`config.mk`:
```
export PLATFORM = sky130hd
export DESIGN_NAME = mc_controller_flat
export DESIGN_NICKNAME = d
export VERILOG_FILES = /design/src/rtl/mc_pkg.sv /design/src/rtl/mc_if.sv /design/src/rtl/alu_decoder.sv /design/src/rtl/mc_controller.sv /design/src/flat_wrapper.sv
export SDC_FILE = /design/constraint.sdc
export NUM_CORES = 1
export LEC_CHECK = 0
export CAP_MARGIN = 20
export CORE_MARGIN = 2
export CORE_UTILIZATION = 33
export DETAILED_ROUTE_END_ITERATION = 10
export GPL_TIMING_DRIVEN = 0
export PLACE_DENSITY = 0.76
export SKIP_LAST_GASP = 1
export SYNTH_ARGS = -nofsm -noshare
export SYNTH_HDL_FRONTEND = slang
export SYNTH_SLANG_ARGS = --single-unit
```
`constraint.sdc`:
```
create_clock -name clk -period 1.7 [get_ports clk]
set_clock_uncertainty 0.05 [all_clocks]
set_input_delay 0.425 -clock clk [delete_from_list [all_inputs] [get_ports clk]]
set_output_delay 0.425 -clock clk [all_outputs]
set_load 0.005 [all_outputs]
```
`src/rtl/mc_pkg.sv`:
```
// Shared types and constants for the multicycle MIPS-subset controller.
// Holds state encoding, opcode/funct fields, and ALU function codes.
package mc_pkg;

  typedef enum logic [3:0] {
    S_FETCH    = 4'd0,
    S_DECODE   = 4'd1,
    S_MEMADR   = 4'd2,
    S_MEMREAD  = 4'd3,
    S_MEMWB    = 4'd4,
    S_MEMWRITE = 4'd5,
    S_EXECUTE  = 4'd6,
    S_ALUWB    = 4'd7,
    S_BRANCH   = 4'd8,
    S_ADDIEX   = 4'd9,
    S_ADDIWB   = 4'd10,
    S_JUMP     = 4'd11,
    S_LOGIEX   = 4'd12
  } state_t;

  localparam logic [5:0] OP_RTYPE = 6'b000000;
  localparam logic [5:0] OP_LW    = 6'b100011;
  localparam logic [5:0] OP_SW    = 6'b101011;
  localparam logic [5:0] OP_BEQ   = 6'b000100;
  localparam logic [5:0] OP_ADDI  = 6'b001000;
  localparam logic [5:0] OP_J     = 6'b000010;
  localparam logic [5:0] OP_ANDI  = 6'b001100;
  localparam logic [5:0] OP_ORI   = 6'b001101;

  localparam logic [5:0] FN_ADD = 6'b100000;
  localparam logic [5:0] FN_SUB = 6'b100010;
  localparam logic [5:0] FN_AND = 6'b100100;
  localparam logic [5:0] FN_OR  = 6'b100101;
  localparam logic [5:0] FN_SLT = 6'b101010;

  localparam logic [2:0] ALU_ADD = 3'b010;
  localparam logic [2:0] ALU_SUB = 3'b110;
  localparam logic [2:0] ALU_AND = 3'b000;
  localparam logic [2:0] ALU_OR  = 3'b001;
  localparam logic [2:0] ALU_SLT = 3'b111;

  typedef enum logic [2:0] {
    AOP_ADD,
    AOP_SUB,
    AOP_FUNCT,
    AOP_AND,
    AOP_OR
  } alu_op_t;

endpackage

```
`src/rtl/mc_if.sv`:
```
// Controller <-> datapath bundle: instruction fields and zero flag in,
// selects/enables/ALU code out. imm_zext exists only with MC_IMM_LOGIC_EN.
interface mc_if;
  logic [5:0] opcode;
  logic [5:0] funct;
  logic       zero;
  logic       pc_en;
  logic       iord;
  logic       mem_write;
  logic       ir_write;
  logic       reg_dst;
  logic       mem_to_reg;
  logic       reg_write;
  logic       alu_src_a;
  logic [1:0] alu_src_b;
  logic [1:0] pc_src;
  logic [2:0] alu_control;
  logic       illegal_op;
`ifdef MC_IMM_LOGIC_EN
  logic       imm_zext;
`endif

  modport master (
    input  opcode, funct, zero,
`ifdef MC_IMM_LOGIC_EN
    output imm_zext,
`endif
    output pc_en, iord, mem_write, ir_write,
    output reg_dst, mem_to_reg, reg_write,
    output alu_src_a, alu_src_b, pc_src,
    output alu_control, illegal_op
  );

  modport slave (
    output opcode, funct, zero,
`ifdef MC_IMM_LOGIC_EN
    input  imm_zext,
`endif
    input  pc_en, iord, mem_write, ir_write,
    input  reg_dst, mem_to_reg, reg_write,
    input  alu_src_a, alu_src_b, pc_src,
    input  alu_control, illegal_op
  );
endinterface

```
`src/rtl/alu_decoder.sv`:
```
// Maps an ALU operation class (plus funct for R-type) to the 3-bit ALU F.
// Ports: alu_op, funct in; alu_control, bad_funct out.
module alu_decoder
  import mc_pkg::*;
(
  input  alu_op_t    alu_op,
  input  logic [5:0] funct,
  output logic [2:0] alu_control,
  output logic       bad_funct
);

  always_comb begin
    alu_control = ALU_ADD;
    bad_funct   = 1'b0;
    unique case (alu_op)
      AOP_ADD: alu_control = ALU_ADD;
      AOP_SUB: alu_control = ALU_SUB;
      AOP_AND: alu_control = ALU_AND;
      AOP_OR:  alu_control = ALU_OR;
      AOP_FUNCT: begin
        unique case (funct)
          FN_ADD:  alu_control = ALU_ADD;
          FN_SUB:  alu_control = ALU_SUB;
          FN_AND:  alu_control = ALU_AND;
          FN_OR:   alu_control = ALU_OR;
          FN_SLT:  alu_control = ALU_SLT;
          default: bad_funct   = 1'b1;
        endcase
      end
      default: alu_control = ALU_ADD;
    endcase
  end

endmodule

```
`src/rtl/mc_controller.sv`:
```
// Multicycle MIPS-subset control FSM (Moore; alu_control also sees funct).
// Ports: clk, reset (async high), bus (mc_if.master). Option: MC_IMM_LOGIC_EN.
module mc_controller
  import mc_pkg::*;
(
  input  logic clk,
  input  logic reset,
  mc_if.master bus
);

  state_t     state, next;
  alu_op_t    alu_op;
  logic       op_bad, bad_funct;
  logic       pc_write, branch;
  logic       mw, irw, rw, zext;
  logic [2:0] alu_ctl;

  always_ff @(posedge clk or posedge reset) begin
    if (reset) state <= S_FETCH;
    else       state <= next;
  end

  always_comb begin
    next   = S_FETCH;
    op_bad = 1'b0;
    case (state)
      S_FETCH: next = S_DECODE;
      S_DECODE: begin
        case (bus.opcode)
          OP_LW, OP_SW: next = S_MEMADR;
          OP_RTYPE:     next = S_EXECUTE;
          OP_BEQ:       next = S_BRANCH;
          OP_ADDI:      next = S_ADDIEX;
          OP_J:         next = S_JUMP;
`ifdef MC_IMM_LOGIC_EN
          OP_ANDI, OP_ORI: next = S_LOGIEX;
`endif
          default:      op_bad = 1'b1;
        endcase
      end
      S_MEMADR:
        next = (bus.opcode == OP_SW) ? S_MEMWRITE : S_MEMREAD;
      S_MEMREAD: next = S_MEMWB;
      S_EXECUTE: next = S_ALUWB;
      S_ADDIEX:  next = S_ADDIWB;
`ifdef MC_IMM_LOGIC_EN
      S_LOGIEX:  next = S_ADDIWB;
`endif
      default:   next = S_FETCH;
    endcase
  end

  always_comb begin
    bus.iord       = 1'b0;
    bus.reg_dst    = 1'b0;
    bus.mem_to_reg = 1'b0;
    bus.alu_src_a  = 1'b0;
    bus.alu_src_b  = 2'b00;
    bus.pc_src     = 2'b00;
    alu_op         = AOP_AND;
    pc_write       = 1'b0;
    branch         = 1'b0;
    mw             = 1'b0;
    irw            = 1'b0;
    rw             = 1'b0;
    zext           = 1'b0;
    case (state)
      S_FETCH: begin
        bus.alu_src_b = 2'b01;
        alu_op        = AOP_ADD;
        irw           = 1'b1;
        pc_write      = 1'b1;
      end
      S_DECODE: begin
        bus.alu_src_b = 2'b11;
        alu_op        = AOP_ADD;
      end
      S_MEMADR, S_ADDIEX: begin
        bus.alu_src_a = 1'b1;
        bus.alu_src_b = 2'b10;
        alu_op        = AOP_ADD;
      end
      S_MEMREAD: bus.iord = 1'b1;
      S_MEMWB: begin
        bus.mem_to_reg = 1'b1;
        rw             = 1'b1;
      end
      S_MEMWRITE: begin
        bus.iord = 1'b1;
        mw       = 1'b1;
      end
      S_EXECUTE: begin
        bus.alu_src_a = 1'b1;
        alu_op        = AOP_FUNCT;
      end
      S_ALUWB: begin
        bus.reg_dst = 1'b1;
        rw          = 1'b1;
      end
      S_BRANCH: begin
        bus.alu_src_a = 1'b1;
        bus.pc_src    = 2'b01;
        alu_op        = AOP_SUB;
        branch        = 1'b1;
      end
      S_ADDIWB: rw = 1'b1;
      S_JUMP: begin
        bus.pc_src = 2'b10;
        pc_write   = 1'b1;
      end
`ifdef MC_IMM_LOGIC_EN
      S_LOGIEX: begin
        bus.alu_src_a = 1'b1;
        bus.alu_src_b = 2'b10;
        alu_op = (bus.opcode == OP_ORI) ? AOP_OR : AOP_AND;
        zext   = 1'b1;
      end
`endif
      default: ;
    endcase
  end

  alu_decoder u_alu_dec (
    .alu_op      (alu_op),
    .funct       (bus.funct),
    .alu_control (alu_ctl),
    .bad_funct   (bad_funct)
  );

  assign bus.alu_control = alu_ctl;
  assign bus.illegal_op  = op_bad | bad_funct;

  // Enables are gated by reset itself so nothing can pulse
  // while reset is held, even before the state register settles.
  assign bus.pc_en     = (pc_write | (branch & bus.zero)) & ~reset;
  assign bus.mem_write = mw  & ~reset;
  assign bus.ir_write  = irw & ~reset;
  assign bus.reg_write = rw  & ~reset;

`ifdef MC_IMM_LOGIC_EN
  assign bus.imm_zext = zext;
`else
  logic unused_zext;
  assign unused_zext = zext;
`endif

endmodule

```
`src/flat_wrapper.sv`:
```
// flat-port wrapper written by rule: the top's interface ports become plain ports
module mc_controller_flat import mc_pkg::*;
  (clk, reset, bus_opcode, bus_funct, bus_zero, bus_pc_en, bus_iord, bus_mem_write, bus_ir_write, bus_reg_dst, bus_mem_to_reg, bus_reg_write, bus_alu_src_a, bus_alu_src_b, bus_pc_src, bus_alu_control, bus_illegal_op);
  mc_if bus_i ();
  input  logic clk;
  input  logic reset;
  input wire logic [$bits(bus_i.opcode)-1:0] bus_opcode;
  input wire logic [$bits(bus_i.funct)-1:0] bus_funct;
  input wire logic [$bits(bus_i.zero)-1:0] bus_zero;
  output wire logic [$bits(bus_i.pc_en)-1:0] bus_pc_en;
  output wire logic [$bits(bus_i.iord)-1:0] bus_iord;
  output wire logic [$bits(bus_i.mem_write)-1:0] bus_mem_write;
  output wire logic [$bits(bus_i.ir_write)-1:0] bus_ir_write;
  output wire logic [$bits(bus_i.reg_dst)-1:0] bus_reg_dst;
  output wire logic [$bits(bus_i.mem_to_reg)-1:0] bus_mem_to_reg;
  output wire logic [$bits(bus_i.reg_write)-1:0] bus_reg_write;
  output wire logic [$bits(bus_i.alu_src_a)-1:0] bus_alu_src_a;
  output wire logic [$bits(bus_i.alu_src_b)-1:0] bus_alu_src_b;
  output wire logic [$bits(bus_i.pc_src)-1:0] bus_pc_src;
  output wire logic [$bits(bus_i.alu_control)-1:0] bus_alu_control;
  output wire logic [$bits(bus_i.illegal_op)-1:0] bus_illegal_op;
  assign bus_i.opcode = bus_opcode;
  assign bus_i.funct = bus_funct;
  assign bus_i.zero = bus_zero;
  assign bus_pc_en = bus_i.pc_en;
  assign bus_iord = bus_i.iord;
  assign bus_mem_write = bus_i.mem_write;
  assign bus_ir_write = bus_i.ir_write;
  assign bus_reg_dst = bus_i.reg_dst;
  assign bus_mem_to_reg = bus_i.mem_to_reg;
  assign bus_reg_write = bus_i.reg_write;
  assign bus_alu_src_a = bus_i.alu_src_a;
  assign bus_alu_src_b = bus_i.alu_src_b;
  assign bus_pc_src = bus_i.pc_src;
  assign bus_alu_control = bus_i.alu_control;
  assign bus_illegal_op = bus_i.illegal_op;
  mc_controller u_core (.clk(clk), .reset(reset), .bus(bus_i));
endmodule
```
## Word-level counts from Yosys, hierarchy flattened

Index checks and enable logic that the tools add are counted.

- Input port bits: 15
- Logic and storage cells: 66
- Flip-flop bits (word level): 4

- Equal/unequal tests: 25
- Bitwise logic cells: 8
- Reductions and logical operators: 11
- Muxes and demuxes: 21

Operators by type and width:

| kind | count |
|---|---|
| 6-bit equality test, second input constant | 7 |
| 3-bit case mux with 4 select lines | 2 |
| 4-bit case mux with 6 select lines | 1 |
| 4-bit case mux with 5 select lines | 1 |
| 4-bit by 3-bit equality test with 1-bit output, second input constant | 4 |
| 4-bit equality test, second input constant | 4 |
| 1-bit two-way mux | 13 |
| 2-bit case mux with 3 select lines | 2 |
| 4-bit by 2-bit equality test with 1-bit output, second input constant | 2 |
| 2-bit OR reduction | 4 |
| 4-bit OR reduction | 2 |
| 3-bit by 2-bit equality test with 1-bit output, second input constant | 2 |
| 6-bit by 2-bit equality test with 1-bit output, second input constant | 1 |
| 6-bit by 3-bit equality test with 1-bit output, second input constant | 1 |
| 6-bit by 4-bit equality test with 1-bit output, second input constant | 1 |
| 6-bit zero test | 1 |
| 6-bit OR reduction | 1 |
| 1-bit bitwise AND | 5 |
| 5-bit OR reduction | 1 |
| 4-bit by 1-bit equality test with 1-bit output, second input constant | 1 |
| 4-bit zero test | 1 |
| 2-bit case mux with 2 select lines | 1 |
| 3-bit by 1-bit equality test with 1-bit output, second input constant | 1 |
| 3-bit equality test, second input constant | 1 |
| 4 further kinds | 5 |

## Depth between registers and ports, before layout

- Depth in word-level cells: 6
- Depth in mapped cells: 5
- Gate-level depth less buffers: 4

## Modules after synthesis

Synthesis repeated with hierarchy kept, for this count alone.

- Cell total of the unflattened synthesis: 83
- Area, all modules: 645.6 µm²

By module, submodules not included:

| module | cells each | instances | area each (µm²) |
|---|---|---|---|
| mc_controller | 66 | 1 | 516.7 |
| alu_decoder | 17 | 1 | 128.9 |

## Worst setup path before layout

No wires, ideal clock.

- Path kind: register to output
- Start point: register u_core.state[3]
- End point: output bus_illegal_op
- Stages on the path, launching flop included: 6
- Arrival time: 1.273 ns
- Data required time: 1.225 ns
- Slack: -0.048 ns
- Cells stage by stage: dfrtp_1 buf_6 nand2b_4 or3_4 a211oi_2 a31o_1

- Cells in the longest elaborated chain, start to end: 6
- Elaborated cells on any way between the ends: 12
- Those cells by class: 6 x eq/ne; 3 x mux; 1 x bitwise; 2 x reduce/logical

RTL lines:

| item | line | RTL |
|---|---|---|
| start: declaration | mc_controller.sv:11 | `state_t state, next;` |
| start signal: assignment | mc_controller.sv:20 | `else state <= next;` |
| 4-bit by 2-bit equality test with 1-bit output (tied with other cells) | mc_controller.sv:67 | `case (state)` |
| 4-bit OR reduction (no line) | -- |  |
| 2-bit case mux with 3 select lines | mc_controller.sv:67 |  |
| 3-bit by 2-bit equality test with 1-bit output | alu_decoder.sv:15 | `unique case (alu_op)` |
| 1-bit two-way mux | alu_decoder.sv:15 |  |
| 1-bit bitwise OR * | mc_controller.sv:131 | `assign bus.illegal_op = op_bad \| bad_funct;` |
| end: declaration | flat_wrapper.sv:21 | `output wire logic [$bits(bus_i.illegal_op)-1:0] bus_illegal_op;` |

Every way passes the cells marked *; elsewhere a longest branch is shown, timed or not.

## Worst setup path after layout

- Start point: register u_core.state[1]
- End point: output bus_iord

- Cells in the longest elaborated chain, start to end: 3
- Elaborated cells on any way between the ends: 4
- Those cells by class: 2 x eq/ne; 1 x mux; 1 x reduce/logical

RTL lines:

| item | line | RTL |
|---|---|---|
| 4-bit by 3-bit equality test with 1-bit output / 4-bit by 2-bit equality test with 1-bit output (equally long branches) | mc_controller.sv:67 |  |
| 2-bit OR reduction (no line) * | -- |  |
| 1-bit two-way mux * | mc_controller.sv:67 |  |
| end: declaration | flat_wrapper.sv:11 | `output wire logic [$bits(bus_i.iord)-1:0] bus_iord;` |

Marks and branches as above.

==> run metrics <==
Critical Path, Cell by Cell=buf_6, xor2_1, and3_1, clkdlybuf4s50_1; met3 Usage GRT=1.63%; width of the die=44.5 um; Placed Instance Area=between 800 and 900 um2; total clock sinks=4; port buffer count=30; Biggest register=u_core.state; final hold vios=0; flip-flop and latch area=103 um2; xor/xnor share of the synthesized area=4.86%; fin nets=148; worst endpoint required time=between 1000 and 1500 ps; core box area=1520 um2; GR Overflow Total=0; worst slack at placement=-873 ps; leading area contributor after synthesis=dfrtp_1; Reg2Reg Depth=12; via count=827; Syn Inst Count=72; Die H=44.5 um; most frequent cells in the layout=buf_4, buf_2, buf_6; CP max-delay cell=clkdlybuf4s50_1; initial antenna violation count=0; leading post-synthesis cells by cell area=dfrtp_1, nor3_1, nor2_1; Antenna Cells=0; setup ws final=-424 ps; layout cells sized above 1=58.0%; Initial Util=~35%; Reg2Reg Capture Point=u_core.state[1]$_DFF_PP0_; Tightest Hold Check Type=in -> async; Num CTS Buffers=3; RePlAce Congestion=0.777; register area share after synthesis=18.5%; largest registers=u_core.state (4); final WL=2230 um; Clk pin slew, worst setup/hold paths=40 ps; CP Buf/Inv Count=2; syn avg cell area=7.51 um2; Post-Syn Area=541 um2; post-synthesis compound-gate area fraction=~28%; Yosys warning count=0; Avg Vias per Cell=5.63; Hold-fix buffers, CTS=0; final core utilization=76.0%; DRT iter0 DRCs=11; fmax=471 MHz; RR Startpoint=u_core.state[3]$_DFF_PP0_; period utilization=125%; CTS root buffer=clkbuf_4; Longest Clk Path Bufs=2; multi-input logic area=498 um2; status=complete, but fails checks; post-synth top area share=18.5%; largest net degree at the start of global routing=11; Ports=31; mux contribution to synthesized area=1.85%; VDD IR-drop max=0.775 mV; Period minus WS final=between 2000 and 2500 ps; actual slew at the worst max-slew pin=269 ps; critical path fanouts, max=4; H-tree levels=1; Post-Synth Adder-Cell Area=0%; register bit count reported by yosys=4; dpl hpwl=1170 um; grt peak-use layer=met2; Critical Path Sink Type=primary output; vias in the first global route=~700; Worst-Skew Late Latency=230 ps; gr usage total=~22%; met2 GRT Util=37.4%; fin area=1160 um2; simple-gate share of the synthesized area=38.0%; failing checks=setup timing; crit path DAT=1650 ps; Setup violations, final=17; antenna-violating nets left=0; critical path type=reg -> out; slowest stage delay, CP=490 ps; Area growth, synth to finish=114%; max-slew violations=0; commonest non-fill, non-tap cell in the layout=buf_4; Avg WL per Cell=15.2 um; first-pass GRT wire length=between 3000 and 4000 um; grt met1 use=27.7%; CP delay by family, top=buffers and inverters; max reg flops=4; DRC viols=0; flop2flop setup slack=-170 ps; WHS=246 ps; Mapped Nets=87; CTS tree=yes; Startpoint Class=register; First-pass DRT Iterations=4; largest family of logic cells by synthesized area=simple AND/OR/NAND/NOR gates; Yosys cell types=33; power per cell area=1110 nW/um2; slew margin rel.=approximately four fifths; Filler Cells Inserted=113; total die area=1980 um2; P_leak=around 0.00053 uW; Cell Rows=14; total of max-cap violations=0; RSZ-0062 raised after global routing=true
worst max-delay path by stage:
stage | cells past startpoint | slack, ps | endpoint | start
finish | 4 | -420 | bus_iord | u_core.state[1]$_DFF_PP0_
global route | 4 | -480 | bus_iord | u_core.state[1]$_DFF_PP0_
CTS | 6 | -380 | bus_illegal_op | u_core.state[3]$_DFF_PP0_
detailed placement | 5 | -870 | bus_illegal_op | bus_opcode[1]
global placement | 5 | -860 | bus_illegal_op | bus_opcode[1]
floorplan | 5 | 1 | bus_illegal_op | u_core.state[3]$_DFF_PP0_
kinds of logic after synthesis:
logic type,after synthesis
muxes,1
buffers and inverters,7
AOI/OAI and AO/OA,21
DFF,4
xor gates and xnor gates,3
and+or+nand+nor,36
cell usage after synthesis:
cell / number
a31oi_1: 1
a21oi_1: 2
o21bai_1: 2
a31o_1: 1
or4_1: 1
nand2b_1: 1
a221oi_1: 1
o211ai_1: 1
nand2b_4: 1
o21ai_0: 6
dfrtp_1: 4
nand3_1: 3
mux2i_1: 1
nor4b_2: 1
inv_1: 3
or3_4: 1
buf_6: 1
a2111oi_2: 1
a211oi_1: 3
buf_2: 2
o21a_1: 1
nand2_1: 4
nor4_1: 1
a32oi_1: 1
nor3b_1: 1
and3_1: 2
or2b_2: 1
clkbuf_8: 1
nor2_1: 9
xor2_1: 3
nor3_1: 9
or2b_1: 1
a211oi_2: 1
repair_timing:
| action | 4_1_cts | 5_1_grt |
|---|---|---|
| setup endpoints to repair | 16 | 18 |
| hold endpoints to repair | 0 | 0 |
| cloned | 0 | 1 |
| buffers inserted | 20 | 7 |
| pin swaps | 14 | 8 |
| resized for setup | 87 | 29 |
per-layer routing:
metal	vias to the layer above	wire (um)
met2	37	1180
li1	391	-
met1	393	909
met5	-	0
met4	0	40
met3	6	97
metrics by stage:
| step | total power, uW | setup TNS, ps | std cells |
|---|---|---|---|
| after floorplan | 500 | 0 | 72 |
| after global placement | 800 | -6690 | 118 |
| after detailed placement | 807 | -7030 | 118 |
| after CTS | 1050 | -2870 | 141 |
| after global routing | 1360 | -4520 | 147 |
| final | 1280 | -3760 | 147 |
power breakdown:
group	switching (uW)	total, uW	internal [uW]
logic	464	1000	536
clock network	36.3	115	78.7
registers	40.3	167	127
total	541	1280	742
layout make-up:
cell class / instances / area share [%]
multi-input combinational: 61 / 43.0
timing repair buffer: 56 / 39.4
sequential: 4 / 8.86
buffer: 4 / 4.10
clock buffer: 3 / 1.94
tap: 16 / 1.73
inverter: 3 / 0.972
Power figures use the tool's default switching activity.
